<file path="config.mk">
export PLATFORM = sky130hd
export DESIGN_NAME = shift_arbiter
export DESIGN_NICKNAME = d
export VERILOG_FILES = /design/src/rtl/shift_arbiter.sv
export SDC_FILE = /design/constraint.sdc
export NUM_CORES = 1
export LEC_CHECK = 0
export BUFFER_PORTS_ARGS = -buffer_cell sky130_fd_sc_hd__buf_2
export CAP_MARGIN = 20
export CORE_UTILIZATION = 30
export DETAILED_ROUTE_END_ITERATION = 8
export PLACE_DENSITY = 0.68
export SKIP_LAST_GASP = 1
export SLEW_MARGIN = 0
export SYNTH_ARGS = -nofsm -noshare
export SYNTH_HDL_FRONTEND = slang
export SYNTH_SLANG_ARGS = --single-unit
</file>
<file path="constraint.sdc">
create_clock -name CLK -period 1.8 [get_ports CLK]
set_clock_uncertainty 0.15 [all_clocks]
set_input_delay 0.45 -clock CLK [delete_from_list [all_inputs] [get_ports CLK]]
set_output_delay 0.45 -clock CLK [all_outputs]
set_load 0.1 [all_outputs]
</file>
<file path="src/rtl/shift_arbiter.sv">
// Round-robin arbiter sharing one external SHIFT32 datapath; one request in flight.
// Optional rotate support (req_rot, ROT2 pass) is enabled by defining SHIFT_ARB_ROTATE_EN.
module shift_arbiter #(
  parameter int unsigned NUM_REQ = 2,
  parameter int unsigned ID_W    = 1
) (
  input  logic                 CLK,
  input  logic                 RST,
  input  logic [NUM_REQ-1:0]   req_valid,
  output logic [NUM_REQ-1:0]   req_ready,
  input  logic [NUM_REQ*32-1:0] req_data,
  input  logic [NUM_REQ*32-1:0] req_amt,
  input  logic [NUM_REQ-1:0]   req_lnr,
  input  logic [NUM_REQ-1:0]   req_rot,
  output logic [31:0]          sh_d,
  output logic [31:0]          sh_s,
  output logic                 sh_lnr,
  input  logic [31:0]          sh_y,
  output logic                 rsp_valid,
  input  logic                 rsp_ready,
  output logic [31:0]          rsp_data,
  output logic [ID_W-1:0]      rsp_id
);

`ifdef SHIFT_ARB_ROTATE_EN
  typedef enum logic [1:0] {IDLE = 2'd0, SHIFT = 2'd1, RESP = 2'd2, ROT2 = 2'd3} state_e;
`else
  typedef enum logic [1:0] {IDLE = 2'd0, SHIFT = 2'd1, RESP = 2'd2} state_e;
`endif

  state_e            state_q, state_d;
  logic [ID_W-1:0]   rr_q, rr_d;
  logic [31:0]       shd_q, shd_d;
  logic [31:0]       shs_q, shs_d;
  logic              shl_q, shl_d;
  logic [ID_W-1:0]   id_q, id_d;
  logic [31:0]       res_q, res_d;
`ifdef SHIFT_ARB_ROTATE_EN
  logic              rot_q, rot_d;
  logic [31:0]       tmp_q, tmp_d;
  logic              sel_r;
`else
  logic              unused_rot;
  assign unused_rot = ^req_rot;
`endif

  logic [NUM_REQ-1:0] grant;
  logic               found;
  logic [ID_W-1:0]    sel_id;
  logic [31:0]        sel_d;
  logic [31:0]        sel_s;
  logic               sel_l;

  // Priority order: offset k from rr_q; the inner loop picks the requester at that offset.
  always_comb begin
    grant  = '0;
    found  = 1'b0;
    sel_id = '0;
    sel_d  = '0;
    sel_s  = '0;
    sel_l  = 1'b0;
`ifdef SHIFT_ARB_ROTATE_EN
    sel_r  = 1'b0;
`endif
    if (state_q == IDLE && RST) begin
      for (int unsigned k = 0; k < NUM_REQ; k++) begin
        for (int unsigned j = 0; j < NUM_REQ; j++) begin
          if (!found && req_valid[j] && (j == (32'(rr_q) + k) % NUM_REQ)) begin
            found    = 1'b1;
            grant[j] = 1'b1;
            sel_id   = ID_W'(j);
            sel_d    = req_data[32*j +: 32];
            sel_s    = req_amt[32*j +: 32];
            sel_l    = req_lnr[j];
`ifdef SHIFT_ARB_ROTATE_EN
            sel_r    = req_rot[j];
`endif
          end
        end
      end
    end
  end

  always_ff @(posedge CLK or negedge RST) begin
    if (!RST) begin
      state_q <= IDLE;
      rr_q    <= '0;
      shd_q   <= '0;
      shs_q   <= '0;
      shl_q   <= 1'b0;
      id_q    <= '0;
      res_q   <= '0;
`ifdef SHIFT_ARB_ROTATE_EN
      rot_q   <= 1'b0;
      tmp_q   <= '0;
`endif
    end else begin
      state_q <= state_d;
      rr_q    <= rr_d;
      shd_q   <= shd_d;
      shs_q   <= shs_d;
      shl_q   <= shl_d;
      id_q    <= id_d;
      res_q   <= res_d;
`ifdef SHIFT_ARB_ROTATE_EN
      rot_q   <= rot_d;
      tmp_q   <= tmp_d;
`endif
    end
  end

  always_comb begin
    state_d = state_q;
    rr_d    = rr_q;
    shd_d   = shd_q;
    shs_d   = shs_q;
    shl_d   = shl_q;
    id_d    = id_q;
    res_d   = res_q;
`ifdef SHIFT_ARB_ROTATE_EN
    rot_d   = rot_q;
    tmp_d   = tmp_q;
`endif
    case (state_q)
      IDLE: begin
        if (found) begin
          shd_d   = sel_d;
          shs_d   = sel_s;
          shl_d   = sel_l;
          id_d    = sel_id;
          rr_d    = ID_W'((32'(sel_id) + 32'd1) % NUM_REQ);
`ifdef SHIFT_ARB_ROTATE_EN
          rot_d   = sel_r;
          if (sel_r) shs_d = {27'b0, sel_s[4:0]};
`endif
          state_d = SHIFT;
        end
      end
      SHIFT: begin
`ifdef SHIFT_ARB_ROTATE_EN
        // Rotate = (D shifted by n) | (D shifted the other way by 32-n); n==0 is just D.
        if (rot_q) begin
          if (shs_q[4:0] == 5'd0) begin
            res_d   = shd_q;
            state_d = RESP;
          end else begin
            tmp_d   = sh_y;
            shs_d   = 32'd32 - shs_q;
            shl_d   = ~shl_q;
            state_d = ROT2;
          end
        end else begin
          res_d   = sh_y;
          state_d = RESP;
        end
`else
        res_d   = sh_y;
        state_d = RESP;
`endif
      end
`ifdef SHIFT_ARB_ROTATE_EN
      ROT2: begin
        res_d   = tmp_q | sh_y;
        state_d = RESP;
      end
`endif
      RESP: begin
        if (rsp_ready) state_d = IDLE;
      end
      default: state_d = IDLE;
    endcase
  end

  assign req_ready = grant;
  assign rsp_valid = (state_q == RESP);
  assign rsp_data  = res_q;
  assign rsp_id    = id_q;
  assign sh_d      = shd_q;
  assign sh_s      = shs_q;
  assign sh_lnr    = shl_q;

endmodule

</file>
==> impl_metrics.env, run 1 <==
export IMPL_syn_num_nets=479
export IMPL_critical_path_required_ns=1.20
export IMPL_clockBufferDepth=2
export IMPL_hp_class="input port to async pin"
export IMPL_r2r_cells=7
export IMPL_grt_pass1_wl_um=19600
export IMPL_period_needed_ns=2.03
export IMPL_num_vias=3803
export IMPL_syn2layout_area_growth_pct=47.4
export IMPL_synth_seq_cells=101
export IMPL_period_share=1.13
export IMPL_coreArea_um2=15300
export IMPL_fin_util=0.457
export IMPL_layout_drive_gt1_share=0.708
export IMPL_rsz0062_at_grt="yes"
export IMPL_cp_startpoint="state_q[0]"
export IMPL_drt_iter0_markers=91
export IMPL_track_usage=0.157
export IMPL_ios=270
export IMPL_finalHoldViolations=0
export IMPL_finalWirelength_um=13300
export IMPL_worstMarginPinSlew_ns=0.548
export IMPL_syn_cell_area_um2=4750
export IMPL_crit_path_end="req_ready[0]"
export IMPL_relSlewSlack=0.635
export IMPL_initial_utilization=0.310
export IMPL_seq_area_frac_synth=0.532
export IMPL_avgRoutedWirePerCell_um=16.6
export IMPL_setup_viol=12
export IMPL_root_buffer="clkbuf_16"
export IMPL_grt_pass1_vias=3806
export IMPL_r2r_slack_ns=-0.06
export IMPL_antenna_cells=0
export IMPL_grt_max_degree=66
export IMPL_antenna_found_initial=1
export IMPL_maxSlewViolCount=0
export IMPL_reg2reg_to="sh_lnr"
export IMPL_row_count=45
export IMPL_worstSetupPathType="flip-flop to primary output"
export IMPL_cts_tree="done"
export IMPL_grt_ovfl_total=0
export IMPL_die_h_um=128
export IMPL_ys_warn_count=0
export IMPL_fmax_ghz=0.492
export IMPL_synth_cells=310
export IMPL_failed_checks="negative setup slack"
export IMPL_hpwl_um=9000
export IMPL_synth_cell_types=21
export IMPL_critPathMaxFanout=3
export IMPL_fp_dieW_um=128
export IMPL_status="finished, violations left"
export IMPL_maxCapViolations=0
export IMPL_gp_congestion=0.752
export IMPL_fin_ws_ns=-0.233
export IMPL_avgViaCountPerCell=4.75
export IMPL_ant_nets=0
export IMPL_port_buffer_count=267
export IMPL_first_pass_iters=4
export IMPL_start_kind="flip-flop"
export IMPL_critPathArrivalTime_ns=1.43
export IMPL_clk_latency_ns=0.34
export IMPL_htreeDepth=3
export IMPL_layout_nets=754
export IMPL_drc=0
export IMPL_endpoint_kind="primary output"
export IMPL_syn_avg_cell_area_um2=15.3
export IMPL_cts_buffers=9
export IMPL_die_area_um2=16300
export IMPL_r2r_start="state_q[0]"
export IMPL_cts_sinks=101
export IMPL_clkTransAtPathRegs_ns=0.08
export IMPL_ctsHoldBuffers=0
-- per-stage QoR --
step	hold slack, ns	worst slack (ns)	instances	instance area, µm²	setup TNS [ns]
after CTS	0.0815	-0.268	796	6840	-5.62
after global routing	0.106	-0.313	801	7010	-3.84
after floorplan	0.00441	-0.0984	310	4780	-0.0984
after global placement	0.333	-0.0812	770	6350	-3.40
after detailed placement	0.338	-0.137	770	6350	-5.97
final	0.0667	-0.233	801	7010	-0.893
-- worst min path at each step --
stage                            start  slack (ns)  cells after the start      endpoint
after floorplan                    RST       0.004                      0          rr_q
after global placement    rsp_data[21]        0.33                      1  rsp_data[21]
after detailed placement  rsp_data[12]        0.34                      1  rsp_data[12]
after CTS                          RST        0.08                      2       sh_s[1]
after global routing               RST        0.11                      2       sh_s[1]
final                              RST        0.07                      2       sh_s[1]
-- worst max-delay path, stage by stage, from the launching register on --
cell     delay [ns]
dfrtp_1        0.41
nor3b_4        0.23
buf_4          0.15
and2_4         0.14
buf_12         0.16
-- area by class of cell --
type	instances	area, µm²
fill	1414	8310
sequential	101	2530
inverter	2	7.51
tap	211	264
clock buffer	10	239
timing repair buffer	297	1830
multi-input combinational	174	2080
clock inverter	6	55.1
-- sequential cells by signal, indices dropped and copies added, names as in the netlist --
signal,flops
sh_lnr,1
sh_s,32
rsp_data,32
state_q,2
sh_d,32
rr_q,1
rsp_id,1
-- Yosys cell counts (all sizes together) --
master / count / share of area
a21boi: 1 / 0.0039
a21oi: 1 / 0.0011
a31oi: 1 / 0.0013
a32o: 65 / 0.14
and2: 1 / 0.0013
and3: 1 / 0.0013
buf: 28 / 0.048
clkbuf: 5 / 0.0039
dfrtp: 101 / 0.53
inv: 2 / 0.0016
mux2: 97 / 0.25
nand2b: 3 / 0.0055
nor3b: 1 / 0.0039
o21a: 1 / 0.0032
o21ai: 1 / 0.0011
o21bai: 1 / 0.0016
-- layout by cell type (no fill, tap or decap) --
cell type / synthesis / final
buf_2: 17 / 262
dfrtp_1: 101 / 101
a32o_1: 65 / 65
mux2_4: 30 / 56
mux2_2: 67 / 41
buf_4: 0 / 14
clkbuf_16: 0 / 11
buf_12: 3 / 10
buf_16: 0 / 4
buf_6: 7 / 4
nand2b_4: 1 / 2
clkinv_4: 0 / 2
inv_8: 0 / 2
clkinvlp_4: 0 / 2
nor3b_4: 1 / 1
a21boi_4: 1 / 1
and2_4: 0 / 1
inv_2: 0 / 1
and3_4: 0 / 1
o21a_4: 1 / 1
nand2b_1: 2 / 1
o21ai_0: 1 / 1
a21oi_1: 1 / 1
a31oi_1: 1 / 1
inv_1: 2 / 1
o21bai_1: 1 / 1
clkbuf_8: 0 / 1
clkbuf_4: 0 / 1
-- logic make-up after synthesis --
| logic type | Yosys count | synth area share |
|---|---|---|
| flip-flops | 101 | 0.532 |
| AND/OR/NAND/NOR | 6 | 0.0121 |
| buffers and inverters | 35 | 0.0535 |
| AO/OA/AOI/OAI | 71 | 0.149 |
| multiplexers | 97 | 0.254 |
-- routing by layer --
| metal | vias to the layer above | wire length, µm | GRT usage | share of wire |
|---|---|---|---|---|
| li1 | 1771 | - | - | - |
| met1 | 1874 | 5510 | 0.177 | 0.41 |
| met2 | 149 | 6840 | 0.288 | 0.51 |
| met3 | 7 | 845 | 0.0430 | 0.064 |
| met4 | 2 | 89 | 0.0450 | 0.0067 |
| met5 | - | 9 | 0 | 0.00068 |
-- timing repair --
action | 4_1_cts | 5_1_grt
cloned | 4 | 2
pin swaps | 1 | 1
resized for setup | 6 | 31
setup buffers | 6 | 7
endpoints found under the setup margin | 13 | 69
Power of run 1 is left out: the tool's default activity adds up to more than one toggle a clock period on the data nets, which glitch-free logic cannot reach.
==> run 2, diff against run 1 <==
--- a/config.mk
+++ b/config.mk
@@ -7,9 +7,9 @@
 export LEC_CHECK = 0
 export BUFFER_PORTS_ARGS = -buffer_cell sky130_fd_sc_hd__buf_2
 export CAP_MARGIN = 20
-export CORE_UTILIZATION = 30
+export CORE_UTILIZATION = 44
 export DETAILED_ROUTE_END_ITERATION = 8
-export PLACE_DENSITY = 0.68
+export PLACE_DENSITY = 0.9
 export SKIP_LAST_GASP = 1
 export SLEW_MARGIN = 0
 export SYNTH_ARGS = -nofsm -noshare
==> constraint.sdc (replaced) <==
create_clock -name CLK -period 1.8 [get_ports CLK]
set_clock_uncertainty 0.15 [all_clocks]
set_input_delay 0.18 -clock CLK [delete_from_list [all_inputs] [get_ports CLK]]
set_output_delay 0.18 -clock CLK [all_outputs]
set_load 0.1 [all_outputs]
==> run 2 against run 1 <==
The run still ends with negative setup slack left. Global-route usage rose by 10 points. Worst setup slack better by 0.17 ns. Flip-flop and latch count stayed put. Critical endpoint is now sh_s[0]. Largest cell class unchanged. Highest routed layer is now met4.
==> impl_metrics.env, run 2 (synthesized netlist as in run 1, its figures left out) <==
export IMPL_die_area_um2=11200
export IMPL_worstHoldStart="req_data[13]"
export IMPL_htreeDepth=3
export IMPL_avgViaCountPerCell=5.47
export IMPL_r2r_slack_ns=-0.06
export IMPL_hold_end="sh_d[13]"
export IMPL_cts_buffers=9
export IMPL_finalWirelength_um=15000
export IMPL_grt_max_degree=102
export IMPL_critical_path_required_ns=1.90
export IMPL_hpwl_um=9180
export IMPL_min_path_cells=3
export IMPL_worstSetupPathType="flip-flop to flip-flop"
export IMPL_cts_sinks=101
export IMPL_syn2layout_area_growth_pct=52.1
export IMPL_grt_pass1_wl_um=22100
export IMPL_row_count=37
export IMPL_relSlewSlack=0.636
export IMPL_cp_cell_sequence="nor3b_4 -> buf_4 -> o21a_4 -> buf_12 -> clkbuf_16 -> mux2_4"
export IMPL_first_pass_iters=4
export IMPL_cts_tree="done"
export IMPL_maxCapViolations=0
export IMPL_fp_dieW_um=106
export IMPL_avgRoutedWirePerCell_um=19.3
export IMPL_port_buffer_count=267
export IMPL_setup_viol=43
export IMPL_worstMarginPinSlew_ns=0.546
export IMPL_drc=0
export IMPL_drt_iter0_markers=242
export IMPL_coreArea_um2=10400
export IMPL_endpoint_kind="flip-flop"
export IMPL_status="finished, violations left"
export IMPL_root_buffer="clkbuf_8"
export IMPL_critPathMaxFanout=5
export IMPL_critPathTopFamily="buffers and inverters"
export IMPL_clockBufferDepth=2
export IMPL_track_usage=0.258
export IMPL_period_needed_ns=1.86
export IMPL_reg2reg_to="sh_s[0]"
export IMPL_finalHoldViolations=0
export IMPL_ios=270
export IMPL_grt_ovfl_total=0
export IMPL_start_kind="flip-flop"
export IMPL_antenna_found_initial=1
export IMPL_clkTransAtPathRegs_ns=0.11
export IMPL_hp_class="input port to flip-flop"
export IMPL_failed_checks="negative setup slack"
export IMPL_final_common_cell="buf_2"
export IMPL_period_share=1.03
export IMPL_die_h_um=106
export IMPL_grt_pass1_vias=4474
export IMPL_gp_congestion=0.778
export IMPL_ant_nets=0
export IMPL_final_area_um2=7230
export IMPL_critPathBufInv=3
export IMPL_initial_utilization=0.456
export IMPL_num_vias=4249
export IMPL_clk_latency_ns=0.36
export IMPL_crit_path_max_incr_delay_ns=0.43
export IMPL_rsz0062_at_grt="yes"
export IMPL_post_dp_cell_area_um2=6220
export IMPL_r2r_cells=6
export IMPL_crit_slowest_cell="dfrtp_1"
export IMPL_maxSlewViolCount=0
export IMPL_fmax_ghz=0.537
export IMPL_r2r_start="state_q[1]"
export IMPL_layout_drive_gt1_share=0.648
export IMPL_fin_ws_ns=-0.0614
export IMPL_layout_common_cells="buf_2, dfrtp_1, a32o_1"
export IMPL_critPathArrivalTime_ns=1.97
export IMPL_layout_nets=804
==> run 2: cell count changes in the layout (fill, tap and decap cells not counted), sizes merged <==
cell,previous run,this run
clkinv,2,3
buf,294,292
clkinvlp,2,1
inv,4,5
dlygate4sd3,0,51
diode,0,1
bufbuf,0,1
clkbuf,13,12
==> run 2: area by class of cell <==
cell class,count,area [µm²]
Inverter,2,7.51
Clock buffer,9,124
Fill cell,716,3190
Antenna cell,1,2.50
Sequential cell,101,2530
Multi-Input combinational cell,174,2020
Timing Repair Buffer,347,2300
Clock inverter,7,67.6
Tap cell,136,170
==> run 2: how the worst max path moves through the flow <==
stage	slack, ns	from	end	cells after the start
2_1_floorplan	0.07	rr_q	rsp_id	5
3_3_place_gp	0.13	state_q[1]	sh_s[29]	4
3_5_place_dp	0.08	state_q[1]	sh_s[14]	4
4_1_cts	-0.06	state_q[0]	req_ready[1]	4
5_1_grt	-0.12	state_q[0]	req_ready[1]	4
6_report	-0.06	state_q[1]	sh_s[0]	6
==> run 2: routing by layer <==
layer	part of all wire	vias up	wire length, µm	global-route usage
li1	-	1862	-	-
met1	0.35	2108	5300	0.259
met2	0.55	228	8220	0.490
met3	0.059	51	877	0.0613
met4	0.038	0	566	0.133
met5	0	-	0	0
==> run 2: stage by stage <==
stage | TNS [ns] | setup WS, ns | utilization | hold WS, ns | cells
5_1_grt | -4.20 | -0.117 | 0.694 | 0.00306 | 777
4_1_cts | -0.204 | -0.0644 | 0.673 | 0.00220 | 765
3_5_place_dp | 0 | 0.0781 | 0.597 | 0.170 | 691
6_report | -1.36 | -0.0614 | 0.694 | 0.0248 | 777
2_1_floorplan | 0 | 0.0723 | - | -0.266 | 310
3_3_place_gp | 0 | 0.131 | 0.597 | 0.151 | 691
==> run 2: worst register-to-register path, stage by stage, from the launching register on <==
cell and delay (ns):
dfrtp_1 0.43, nor3b_4 0.24, buf_4 0.14, o21a_4 0.21, buf_12 0.15, clkbuf_16 0.15
mux2_4 0.30
==> run 2: what timing repair did <==
action                     CTS  global route
cloned                       1             6
pin swaps                    2             1
setup endpoints to repair    3            67
hold buffers                51             0
resized for setup            3            15
setup buffers                6             5
hold endpoints to repair   151             0
Power of run 2 is left out for the same reason.
==> run 3, diff against run 2 <==
--- a/config.mk
+++ b/config.mk
@@ -7,9 +7,11 @@
 export LEC_CHECK = 0
 export BUFFER_PORTS_ARGS = -buffer_cell sky130_fd_sc_hd__buf_2
 export CAP_MARGIN = 20
-export CORE_UTILIZATION = 44
+export CORE_AREA = 2 2 105 107
+export CTS_BUF_LIST = sky130_fd_sc_hd__clkbuf_4
 export DETAILED_ROUTE_END_ITERATION = 8
-export PLACE_DENSITY = 0.9
+export DIE_AREA = 0 0 107 109
+export PLACE_DENSITY = 0.92
 export SKIP_LAST_GASP = 1
 export SLEW_MARGIN = 0
 export SYNTH_ARGS = -nofsm -noshare
==> run 3 against run 2 <==
The run now fails in clock tree synthesis (4_1_cts). Synthesized cell count stayed put. Area after synthesis stayed put.
==> impl_metrics.env, run 3 <==
export IMPL_root_buffer="clkbuf_4"
export IMPL_ctsHoldBuffers=144
export IMPL_synth_area_mux_share=0.254
export IMPL_initial_utilization=0.448
export IMPL_synthSimpleGateAreaFrac=0.0121
export IMPL_synth_flop_cell="dfrtp_1"
export IMPL_synth_cell_types=21
export IMPL_ys_warn_count=0
export IMPL_cts_sinks=101
export IMPL_syn_num_nets=479
export IMPL_ios=270
export IMPL_port_buffer_count=267
export IMPL_synth_top_area_frac=0.532
export IMPL_tool_error="[ERROR RSZ-0060] Max buffer count reached."
export IMPL_synth_cells=310
export IMPL_seq_area_frac_synth=0.532
export IMPL_synthArstFlopShare=1.00
export IMPL_haltStage="clock tree synthesis (4_1_cts)"
export IMPL_ys_top_cells_by_area="dfrtp_1, mux2_2, a32o_1"
export IMPL_synth_seq_cells=101
export IMPL_cts_buffers=9
export IMPL_die_h_um=109
export IMPL_synth_compound_area_frac=0.149
export IMPL_fp_dieW_um=107
export IMPL_hpwl_um=9130
export IMPL_synth_adder_area_share=0
export IMPL_yosysMostFrequentCell="dfrtp_1"
export IMPL_htreeDepth=3
export IMPL_syn_avg_cell_area_um2=15.3
export IMPL_clockBufferDepth=2
export IMPL_synth_xor_area_frac=0
export IMPL_cts_setup_buffers=4
export IMPL_cts_resized=1
export IMPL_dp_cells=695
export IMPL_row_count=38
export IMPL_status="stopped before the end"
export IMPL_syn_cell_area_um2=4750
export IMPL_synth_top_family_by_area="multiplexers"
export IMPL_synth_top_cells_by_count="dfrtp_1, mux2_2, a32o_1, mux2_4, buf_2"
export IMPL_synth_top_area_cell="dfrtp_1"
export IMPL_gp_congestion=0.784
export IMPL_synth_edff_count=0
## run 3: kinds of logic after synthesis
logic type / count (synthesis)
buf+inv: 35
mux: 97
flops: 101
simple gates: 6
compound gates: 71
## run 3: metrics by stage
stage / worst slack (ns) / area [µm²]
after floorplan: 0.0723 / 4750
after global placement: 0.0792 / 6240
after detailed placement: 0.0389 / 6240
==> run 4, diff against run 3 <==
--- a/config.mk
+++ b/config.mk
@@ -7,11 +7,9 @@
 export LEC_CHECK = 0
 export BUFFER_PORTS_ARGS = -buffer_cell sky130_fd_sc_hd__buf_2
 export CAP_MARGIN = 20
-export CORE_AREA = 2 2 105 107
-export CTS_BUF_LIST = sky130_fd_sc_hd__clkbuf_4
+export CORE_UTILIZATION = 35
 export DETAILED_ROUTE_END_ITERATION = 8
-export DIE_AREA = 0 0 107 109
-export PLACE_DENSITY = 0.92
+export PLACE_DENSITY_LB_ADDON = 0.15
 export SKIP_LAST_GASP = 1
 export SLEW_MARGIN = 0
 export SYNTH_ARGS = -nofsm -noshare
==> run 4 against run 3 <==
The flow now finishes, with violations (negative hold slack, negative setup slack).
==> impl_metrics.env, run 4 (synthesized netlist as in run 1, its figures left out) <==
export IMPL_critPathArrivalTime_ns=1.90
export IMPL_clk_latency_ns=0.34
export IMPL_finalWirelength_um=14200
export IMPL_port_buffer_count=267
export IMPL_setup_viol=18
export IMPL_n_fill_cell=1192
export IMPL_crit_slowest_cell="dfrtp_1"
export IMPL_num_vias=4018
export IMPL_finalHoldViolations=37
export IMPL_root_buffer="clkbuf_16"
export IMPL_antenna_cells=0
export IMPL_grt_pass1_wl_um=21600
export IMPL_maxCapViolations=0
export IMPL_fp_dieW_um=119
export IMPL_grt_ovfl_total=0
export IMPL_syn2layout_area_growth_pct=53.5
export IMPL_cp_cell_sequence="nor3b_4 -> buf_4 -> o21a_4 -> buf_12 -> buf_12 -> mux2_2"
export IMPL_r2r_slack_ns=-0.02
export IMPL_initial_utilization=0.359
export IMPL_cts_buffers=9
export IMPL_dp_cells=733
export IMPL_worstSetupPathType="flip-flop to flip-flop"
export IMPL_layout_drive_gt1_share=0.672
export IMPL_coreArea_um2=13200
export IMPL_stdcell_count=804
export IMPL_critPathBufInv=3
export IMPL_maxSlewViolCount=0
export IMPL_ctsHoldBuffers=33
export IMPL_failed_checks="negative hold slack, negative setup slack"
export IMPL_drt_iter0_markers=127
export IMPL_crit_top_cell="buf_12"
export IMPL_critPathTopFamily="buffers and inverters"
export IMPL_first_pass_iters=4
export IMPL_final_common_cell="buf_2"
export IMPL_grt_max_degree=65
export IMPL_avgRoutedWirePerCell_um=17.6
export IMPL_r2r_start="state_q[0]"
export IMPL_ios=270
export IMPL_endpoint_kind="flip-flop"
export IMPL_clockBufferDepth=2
export IMPL_r2r_cells=6
export IMPL_holdWs_ns=-0.252
export IMPL_relSlewSlack=0.468
export IMPL_layout_nets=792
export IMPL_cts_sinks=101
export IMPL_worstMarginPinSlew_ns=0.798
export IMPL_fmax_ghz=0.550
export IMPL_hp_class="input port to async pin"
export IMPL_ant_nets=0
export IMPL_gp_congestion=0.744
export IMPL_status="finished, violations left"
export IMPL_critical_path_required_ns=1.88
export IMPL_reg2reg_to="sh_s[9]"
export IMPL_fin_ws_ns=-0.0182
export IMPL_avgViaCountPerCell=5.00
export IMPL_cp_depth=6
export IMPL_cts_tree="done"
export IMPL_rsz0062_at_grt="yes"
export IMPL_layout_common_cells="buf_2, dfrtp_1, a32o_1"
export IMPL_antenna_found_initial=0
export IMPL_die_h_um=119
export IMPL_crit_path_max_incr_delay_ns=0.41
export IMPL_htreeDepth=3
export IMPL_track_usage=0.200
export IMPL_row_count=42
export IMPL_period_share=1.01
export IMPL_start_kind="flip-flop"
export IMPL_grt_pass1_vias=4152
export IMPL_die_area_um2=14000
export IMPL_hpwl_um=8860
export IMPL_critPathMaxFanout=14
export IMPL_drc=0
export IMPL_clkTransAtPathRegs_ns=0.07
export IMPL_period_needed_ns=1.82
[run 4: how the worst max path moves through the flow]
stage | start | endpoint | slack, ns
2_1_floorplan | rr_q | rsp_id | 0.07
3_3_place_gp | state_q[1] | sh_s[13] | 0.10
3_5_place_dp | state_q[1] | sh_s[13] | 0.08
4_1_cts | state_q[0] | req_ready[1] | -0.04
5_1_grt | state_q[0] | sh_s[13] | -0.07
6_report | state_q[0] | sh_s[9] | -0.02
[run 4: metrics by stage]
| step | util | setup TNS [ns] | cell area (µm²) | hold slack (ns) | setup slack, ns |
|---|---|---|---|---|---|
| finish | 0.551 | -0.176 | 7290 | -0.252 | -0.0182 |
| global route | 0.551 | -1.86 | 7290 | -0.216 | -0.0705 |
| CTS | 0.537 | -0.337 | 7110 | -0.240 | -0.0365 |
| detailed placement | 0.475 | 0 | 6280 | 0.134 | 0.0787 |
| global placement | 0.475 | 0 | 6280 | 0.129 | 0.103 |
| floorplan | - | 0 | 4750 | -0.266 | 0.0723 |
[run 4: cell type report]
type	count	area (µm²)	share of cell area
Multi-Input combinational cell	174	2000	0.275
Sequential cell	101	2530	0.346
Clock buffer	10	239	0.0328
Tap cell	176	220	0.0302
Inverter	2	7.51	0.00103
Timing Repair Buffer	335	2230	0.305
Clock inverter	6	70.1	0.00961
[run 4: per-layer routing]
layer  vias to the layer above  GRT usage  routed length (µm)
li1                       1846          -                   -
met1                      1961      0.252                5960
met2                       185      0.333                6890
met3                        26     0.0376                 977
met4                         0     0.0847                 351
met5                         -          0                   0
[run 4: timing repair]
item	CTS	global route
endpoints found under the setup margin	2	45
pin swaps	2	1
hold endpoints to repair	70	37
gates resized for setup	1	13
cloned	4	5
setup buffers	7	6
Power of run 4 is left out for the same reason.
